[src/rtl/seq_max_finder_pkg.sv]
// Shared definitions for seq_max_finder: FSM state encoding and default widths.
package seq_max_finder_pkg;

  typedef enum logic [1:0] {
    S_IDLE  = 2'b00,
    S_FIRST = 2'b01,
    S_ACC   = 2'b10,
    S_DONE  = 2'b11
  } smf_state_t;

  localparam int SMF_W     = 4;
  localparam int SMF_CNT_W = 8;

endpackage

[src/rtl/seq_max_finder_gt_cmp.sv]
// gt_cmp: purely combinational unsigned strict greater-than, the block's only comparator.
module gt_cmp #(
  parameter int W = 4
) (
  input  logic [W-1:0] a,
  input  logic [W-1:0] b,
  output logic         gt
);

  assign gt = (a > b);

endmodule

[src/rtl/seq_max_finder.sv]
// seq_max_finder: running maximum / argmax / beat count over a framed burst.
// Optional max_idx port and index register are built only with SMF_INDEX_EN defined.
module seq_max_finder
  import seq_max_finder_pkg::*;
#(
  parameter int W     = SMF_W,
  parameter int CNT_W = SMF_CNT_W
) (
  input  logic             clk,
  input  logic             reset,
  input  logic             start,
  input  logic [W-1:0]     din,
  input  logic             din_valid,
  input  logic             din_last,
  output logic             din_ready,
  output logic             busy,
  output logic             done,
  output logic [W-1:0]     max_out,
  output logic [CNT_W-1:0] count
`ifdef SMF_INDEX_EN
  ,
  output logic [CNT_W-1:0] max_idx
`endif
);

  localparam logic [CNT_W-1:0] CNT_ZERO = {CNT_W{1'b0}};
  localparam logic [CNT_W-1:0] CNT_ONE  = {{(CNT_W-1){1'b0}}, 1'b1};
  localparam logic [CNT_W-1:0] CNT_MAX  = {CNT_W{1'b1}};

  smf_state_t       state_r;
  smf_state_t       next_state_s;
  logic             din_ready_r;
  logic             busy_r;
  logic             done_r;
  logic [W-1:0]     max_r;
  logic [CNT_W-1:0] count_r;
  logic             beat_s;
  logic             gt_s;

  function automatic logic [CNT_W-1:0] sat_inc(input logic [CNT_W-1:0] v);
    return (v == CNT_MAX) ? v : v + CNT_ONE;
  endfunction

  gt_cmp #(.W(W)) u_gt_cmp (
    .a  (din),
    .b  (max_r),
    .gt (gt_s)
  );

  // ready is a registered copy of the state, so valid never feeds back into acceptance
  assign beat_s = din_valid & din_ready_r;

  // Next-state decode
  always_comb begin
    next_state_s = state_r;
    case (state_r)
      S_IDLE: begin
        if (start) next_state_s = S_FIRST;
        else       next_state_s = S_IDLE;
      end
      S_FIRST: begin
        if (beat_s && din_last) next_state_s = S_DONE;
        else if (beat_s)        next_state_s = S_ACC;
        else                    next_state_s = S_FIRST;
      end
      S_ACC: begin
        if (beat_s && din_last) next_state_s = S_DONE;
        else                    next_state_s = S_ACC;
      end
      S_DONE: begin
        if (start) next_state_s = S_FIRST;
        else       next_state_s = S_DONE;
      end
      default: next_state_s = S_IDLE;
    endcase
  end

  // State register plus the status flags derived from the next state
  always_ff @(posedge clk) begin
    if (reset) begin
      state_r     <= S_IDLE;
      din_ready_r <= 1'b0;
      busy_r      <= 1'b0;
      done_r      <= 1'b0;
    end else begin
      state_r     <= next_state_s;
      din_ready_r <= (next_state_s == S_FIRST) || (next_state_s == S_ACC);
      busy_r      <= (next_state_s == S_FIRST) || (next_state_s == S_ACC);
      done_r      <= (next_state_s == S_DONE) && (state_r != S_DONE);
    end
  end

  // Running maximum and beat counter
  always_ff @(posedge clk) begin
    if (reset) begin
      max_r   <= {W{1'b0}};
      count_r <= CNT_ZERO;
    end else begin
      case (state_r)
        S_IDLE, S_DONE: begin
          if (start) count_r <= CNT_ZERO;
        end
        S_FIRST: begin
          if (beat_s) begin
            max_r   <= din;
            count_r <= CNT_ONE;
          end
        end
        S_ACC: begin
          if (beat_s) begin
            if (gt_s) max_r <= din;
            count_r <= sat_inc(count_r);
          end
        end
        default: begin
          max_r   <= {W{1'b0}};
          count_r <= CNT_ZERO;
        end
      endcase
    end
  end

`ifdef SMF_INDEX_EN
  logic [CNT_W-1:0] idx_r;

  // Index of the earliest maximum, taken from the pre-increment count
  always_ff @(posedge clk) begin
    if (reset) begin
      idx_r <= CNT_ZERO;
    end else begin
      case (state_r)
        S_IDLE, S_DONE: begin
          if (start) idx_r <= CNT_ZERO;
        end
        S_FIRST: begin
          if (beat_s) idx_r <= CNT_ZERO;
        end
        S_ACC: begin
          if (beat_s && gt_s) idx_r <= count_r;
        end
        default: idx_r <= CNT_ZERO;
      endcase
    end
  end

  assign max_idx = idx_r;
`endif

  assign din_ready = din_ready_r;
  assign busy      = busy_r;
  assign done      = done_r;
  assign max_out   = max_r;
  assign count     = count_r;

endmodule

[config.mk]
export PLATFORM = sky130hd
export DESIGN_NAME = seq_max_finder
export DESIGN_NICKNAME = d
export VERILOG_FILES = /design/src/rtl/seq_max_finder_pkg.sv /design/src/rtl/seq_max_finder_gt_cmp.sv /design/src/rtl/seq_max_finder.sv
export SDC_FILE = /design/constraint.sdc
export NUM_CORES = 1
export LEC_CHECK = 0
export ABC_AREA = 0
export CORE_MARGIN = 3
export CORE_UTILIZATION = 45
export DETAILED_ROUTE_END_ITERATION = 16
export HOLD_SLACK_MARGIN = 0.1
export PLACE_DENSITY = 0.74
export RECOVER_POWER = 25
export SLEW_MARGIN = 30
export SYNTH_ARGS = -nofsm -noshare
export SYNTH_HDL_FRONTEND = slang
export SYNTH_HIERARCHICAL = 1
export SYNTH_SLANG_ARGS = --single-unit
export TNS_END_PERCENT = 50
[constraint.sdc]
create_clock -name clk -period 2 [get_ports clk]
set_input_delay 0.4 -clock clk [delete_from_list [all_inputs] [get_ports clk]]
set_output_delay 0.4 -clock clk [all_outputs]
set_load 0.1 [all_outputs]
# Word level (Yosys, flattened, before mapping)
# Cells that the tools add are included.
[word_totals]
regBits = 16
ramBits = 0
word_cells = 44
inputBits = 9
mem_count = 0
out_inout_bits = 15
latchBits = 0
rom_bits = 0
[classes]
n_reduce_logical = 8
muxes = 15
mul = 0
n_lt_le_gt_ge = 1
n_div = 0
n_addsub = 1
n_eq_ne = 13
bitwise_logic = 1
shifts = 0
[ops]
columns = ["op", "n"]
rows = [
  ["$mux W8", 4],
  ["$pmux W8 S3", 1],
  ["$mux W4", 3],
  ["$ne A2 B2 Y1 const B", 6],
  ["$add A8 B1 Y8 const B", 1],
  ["$eq A2 B2 Y1 const B", 4],
  ["$eq A8 B8 Y1 const B", 1],
  ["$pmux W2 S4", 1],
  ["$pmux W4 S2", 1],
  ["$reduce_and A4 Y1", 2],
  ["$mux W2", 3],
  ["$eq A2 B1 Y1 const B", 2],
  ["$gt A4 B4 Y1", 1],
  ["$logic_and A1 B1 Y1", 2],
  ["$logic_not A2 Y1", 1],
  ["$mux W1", 2],
  ["$reduce_bool A2 Y1", 1],
  ["$reduce_or A2 Y1", 1],
  ["$and A1 B1 Y1", 1],
  ["$logic_or A1 B1 Y1", 1],
]

# Depth between registers and ports, before layout
# Gate-level depths: netlist of run 1.
[logic_depth]
depth_word = 6
mapped_depth = 9
depth_no_buf = 9

# Cells and area by module
# The synthesis of run 1 kept the hierarchy.
[by_module_without_submodules]
columns = ["module", "n_inst", "area_per_inst_um2", "cells_per_inst"]
rows = [
  ["seq_max_finder", 1, 837.1, 95],
  ["gt_cmp", 1, 98.8, 13],
]

# Worst setup path after synthesis of run 1
# No wires, ideal clock.
[synth_timing]
path_type = "reg2reg"
startpoint = "register max_r[3], in the netlist max_out[3]"
endpoint = "register max_r[0], in the netlist max_out[0]"
setup_time_ps = 127
path_stages_with_launch = 9
slack_ps = -419
arrival_time_ps = 2292
period_less_slack_ps = 2419
n_path_buf = 0
path_cell_list = "dfxtp_1 > inv_1 > ha_1 > and4_2 > a21oi_1 > mux2i_1 > nor2_1 > mux2i_1 > nor2_1"
[synth_via]
elab_chain_len = 3
[synth_rtl]
columns = ["item", "line", "rtl"]
rows = [
  ["from (decl)", "seq_max_finder.sv:35", "logic [W-1:0] max_r;"],
  ["from (signal assigned)", "seq_max_finder.sv:96", "max_r <= {W{1'b0}};"],
  ["from (signal assigned)", "seq_max_finder.sv:105", "max_r <= din;"],
  ["from (signal assigned)", "seq_max_finder.sv:111", "if (gt_s) max_r <= din;"],
  ["$gt A4 B4 Y1", "seq_max_finder_gt_cmp.sv:10", "assign gt = (a > b);"],
  ["net gt_s", "seq_max_finder.sv:38", "logic gt_s;"],
  ["$ne A2 B2 Y1 (no source line)", "--", ""],
  ["$reduce_and A4 Y1 (no source line)", "--", ""],
]
# The timed path passes the listed nets, and every way through them passes these cells.
# A chain may end at the register's enable or synchronous reset.

# Worst setup path after layout of run 1
[layout_timing]
startpoint = "input din[2]"
endpoint = "register max_r[1], in the netlist max_out[1]"
[layout_via]
elab_chain_len = 3
[layout_rtl]
columns = ["item", "line", "rtl"]
rows = [
  ["from (decl)", "seq_max_finder.sv:12", "input logic [W-1:0] din,"],
  ["$gt A4 B4 Y1", "seq_max_finder_gt_cmp.sv:10", ""],
  ["net gt_s", "seq_max_finder.sv:38", ""],
  ["$ne A2 B2 Y1 (no source line)", "--", ""],
  ["$reduce_and A4 Y1 (no source line)", "--", ""],
]
# The timed path passes the listed nets, and every way through them passes these cells.

==> results.json, run 1 <==
{
  "holdBufCountCts": 0,
  "place_ws_ps": -251,
  "route.detailed.drc": 0,
  "finalSetupViolCount": 0,
  "maxSlewHeadroom_pct": 63.9,
  "whs_ps": 400,
  "cp-startpoint": "din[2]",
  "routed_wl_um": 2100,
  "synth_area_leaders": "dfxtp_1 34%, ha_1 13%, a21oi_1 5.9%, mux2i_1 5.3%, inv_1 4.0%",
  "diodes": 0,
  "worstPathRequired_ps": 2190,
  "status": "complete, no violations",
  "grt_pass1_vias": 801,
  "synth_largest_area_cell": "dfxtp_1",
  "fmax_mhz": 539,
  "antenna_found_initial": 0,
  "ctsResizeCount": 0,
  "yosys.cell_types.count": 32,
  "placementRows": 15,
  "grt_pass1_wl_um": 3430,
  "ctsHtreeMaxLevel": 1,
  "dp_hpwl_um": 1560,
  "core_mm2": 0.00184,
  "rr_startpoint": "state_r[0]$_SDFF_PP0_",
  "grt_overflow": 0,
  "initial_core_util_pct": 50.9,
  "synth_top_area_share_pct": 34.2,
  "hold_viol_final": 0,
  "via_per_inst": 5.50,
  "die_h_um": 51.6,
  "dieArea_mm2": 0.00266,
  "port_buffers": 23,
  "cts_buffers": 3,
  "regToRegEndpoint": "busy$_SDFF_PP0_",
  "via_count": 880,
  "r2r_slack_ps": 210,
  "tritoncts": "built",
  "cts_setup_buffers": 0,
  "p_leak_nw": 0.520,
  "area_delta_synth_final_pct": 34.2,
  "gr-usage-all-layers_pct": 16.9,
  "crit_fanout": 4,
  "finalPower_mw": 0.715,
  "fin_area_mm2": 0.00126,
  "worst_slew_pin_slew_ps": 544,
  "drive_gt1_share_pct": 33.3,
  "synth_area_um2": 936,
  "vdd_ir_drop_max_mv": 0.452,
  "rr_worst_depth": 7,
  "fin_tns_setup_ps": 0,
  "ys_async_sr_fraction_pct": 0,
  "period_minus_slack_ps": 1850,
  "syn_nets": 127,
  "worstSkewPairLatency_ps": 290,
  "die_width_um": 51.6,
  "io_pins": 24,
  "ant_nets": 0,
  "fin_ws_ps": 145,
  "critPathCapture": "max_out[1]$_SDFFE_PP0P_",
  "crit_type": "primary input to flop",
  "arrival_ps": 2040,
  "clock-sinks": 16,
  "rsz0062_at_grt": "no",
  "worstSetupStartpointType": "primary input",
  "clock_skew_ps": 8.55,
  "ys_seq_elements": 16,
  "yosysWarnings": 6,
  "clk_pin_slew_ps": 90,
  "powerDensity_mw_per_mm2": 570,
  "cts_root_buf": "clkbuf_4",
  "grt_max_degree": 12,
  "instances_no_fill": 160,
  "hold_path.class": "primary input to flop",
  "ys.flop_type": "dfxtp_1",
  "drv_slew": 0,
  "period_share_pct": 92.7,
  "gp_congestion": 0.741,
  "numPlacedInstances": 156,
  "drtPass1Iterations": 4,
  "nNetsFinal": 155,
  "syn_inst": 108,
  "yosysSeqAreaShare_pct": 34.2,
  "placed_cell_area_mm2": 0.00119,
  "wl_per_cell_um": 13.1,
  "max_cap_viol_count": 0,
  "postSynthAreaPerCell_um2": 8.67,
  "end_kind": "flop",
  "utilization_pct": 68.3,
  "drt_iter0_markers": 15,
  "synth-edff-count": 0,
  "clk_path_buf_depth": 2
}
==> state kept, by name, summed over array words and instances, names as in the netlist <==
name / count
busy: 1
count: 8
done: 1
max_out: 4
state_r: 2
==> synth_stat cells (2+ instances only) <==
cell type,instances
a21oi_1,11
a31oi_1,4
and3_1,2
buf_4,3
dfxtp_1,16
ha_1,10
inv_1,10
mux2i_1,5
nand2_1,7
nand3_1,3
nand4_1,2
nor2_1,7
nor2b_1,5
nor3_1,2
o211ai_1,3
o21ai_0,2
==> critical path, stage by stage <==
cell and delay (ps):
clkdlybuf4s50_1 440, ha_1 310, and4_2 190, a21oi_2 100, mux2i_1 80, nor2_1 120, buf_4 160, mux2i_1 190
nor2_1 50
==> layer usage <==
layer | up-vias | track usage (%) | part of all wire [%]
li1 | 441 | - | -
met1 | 403 | 20.1 | 44
met2 | 28 | 29.2 | 49
met3 | 8 | 2.87 | 4.3
met4 | 0 | 7.86 | 2.4
met5 | - | 0 | 0
==> worst min path at each step <==
stage,start,cells past startpoint,end,slack (ps)
6_report,din[0],3,max_out[0]$_SDFFE_PP0P_,400
4_1_cts,count[6]$_SDFFE_PP0P_,1,count[6]$_SDFFE_PP0P_,470
5_1_grt,din[0],3,max_out[0]$_SDFFE_PP0P_,430
3_3_place_gp,count[6]$_SDFFE_PP0P_,1,count[6]$_SDFFE_PP0P_,450
3_5_place_dp,count[6]$_SDFFE_PP0P_,1,count[6]$_SDFFE_PP0P_,460
2_1_floorplan,din[0],2,max_out[0]$_SDFFE_PP0P_,550
==> cell usage in the layout, fill, tap and decap left out, types with 2 or more instances in the layout <==
cell type | Yosys | final
o211ai_1 | 3 | 3
a31oi_1 | 4 | 4
o21ai_0 | 2 | 2
dlymetal6s2s_1 | 0 | 3
dfxtp_4 | 0 | 4
ha_1 | 10 | 7
nor3_1 | 2 | 2
clkbuf_4 | 0 | 3
nand3_1 | 3 | 3
inv_1 | 10 | 10
clkdlybuf4s50_1 | 0 | 5
dfxtp_1 | 16 | 4
nor2b_1 | 5 | 4
a21oi_1 | 11 | 10
and3_1 | 2 | 2
nor2_1 | 7 | 7
clkbuf_2 | 0 | 6
ha_4 | 0 | 2
mux2i_1 | 5 | 5
nand2_1 | 7 | 7
buf_4 | 3 | 13
dfxtp_2 | 0 | 8
nand4_1 | 2 | 2
==> area by class of cell <==
cell class                 instances  area [um^2]
timing repair buffer              27          215
fill                             166          583
multi-input combinational         78          591
tap                               25         31.3
inverter                          10         37.5
sequential                        16          345
clock buffer                       4         36.3
==> cells by family after synthesis <==
kind of cell               count (synthesis)  synth area share, %
AOI/OAI and AO/OA                         28                 19.7
adders and majority gates                 10                 13.4
buffers and inverters                     14                 6.82
DFF                                       16                 34.2
muxes                                      5                 5.35
and+or+nand+nor                           35                 20.6
==> power by group <==
| part | leakage [nW] | switching [mW] | internal [mW] | total, mW |
|---|---|---|---|---|
| logic | 0.362 | 0.106 | 0.0572 | 0.163 |
| registers | 0.137 | 0.00938 | 0.323 | 0.332 |
| clock network | 0.0210 | 0.109 | 0.111 | 0.220 |
| total | 0.520 | 0.224 | 0.491 | 0.715 |
Note: power is estimated with default switching activity, not from simulation.
==> run 2, diff against run 1 <==
--- a/config.mk
+++ b/config.mk
@@ -5,10 +5,11 @@
 export SDC_FILE = /design/constraint.sdc
 export NUM_CORES = 1
 export LEC_CHECK = 0
-export ABC_AREA = 0
+export CAP_MARGIN = 20
 export CORE_MARGIN = 3
 export CORE_UTILIZATION = 45
 export DETAILED_ROUTE_END_ITERATION = 16
+export GPL_ROUTABILITY_DRIVEN = 0
 export HOLD_SLACK_MARGIN = 0.1
 export PLACE_DENSITY = 0.74
 export RECOVER_POWER = 25
==> results of run 2 <==
Same layout as run 1: the final DEF is identical, and so are final timing and power.
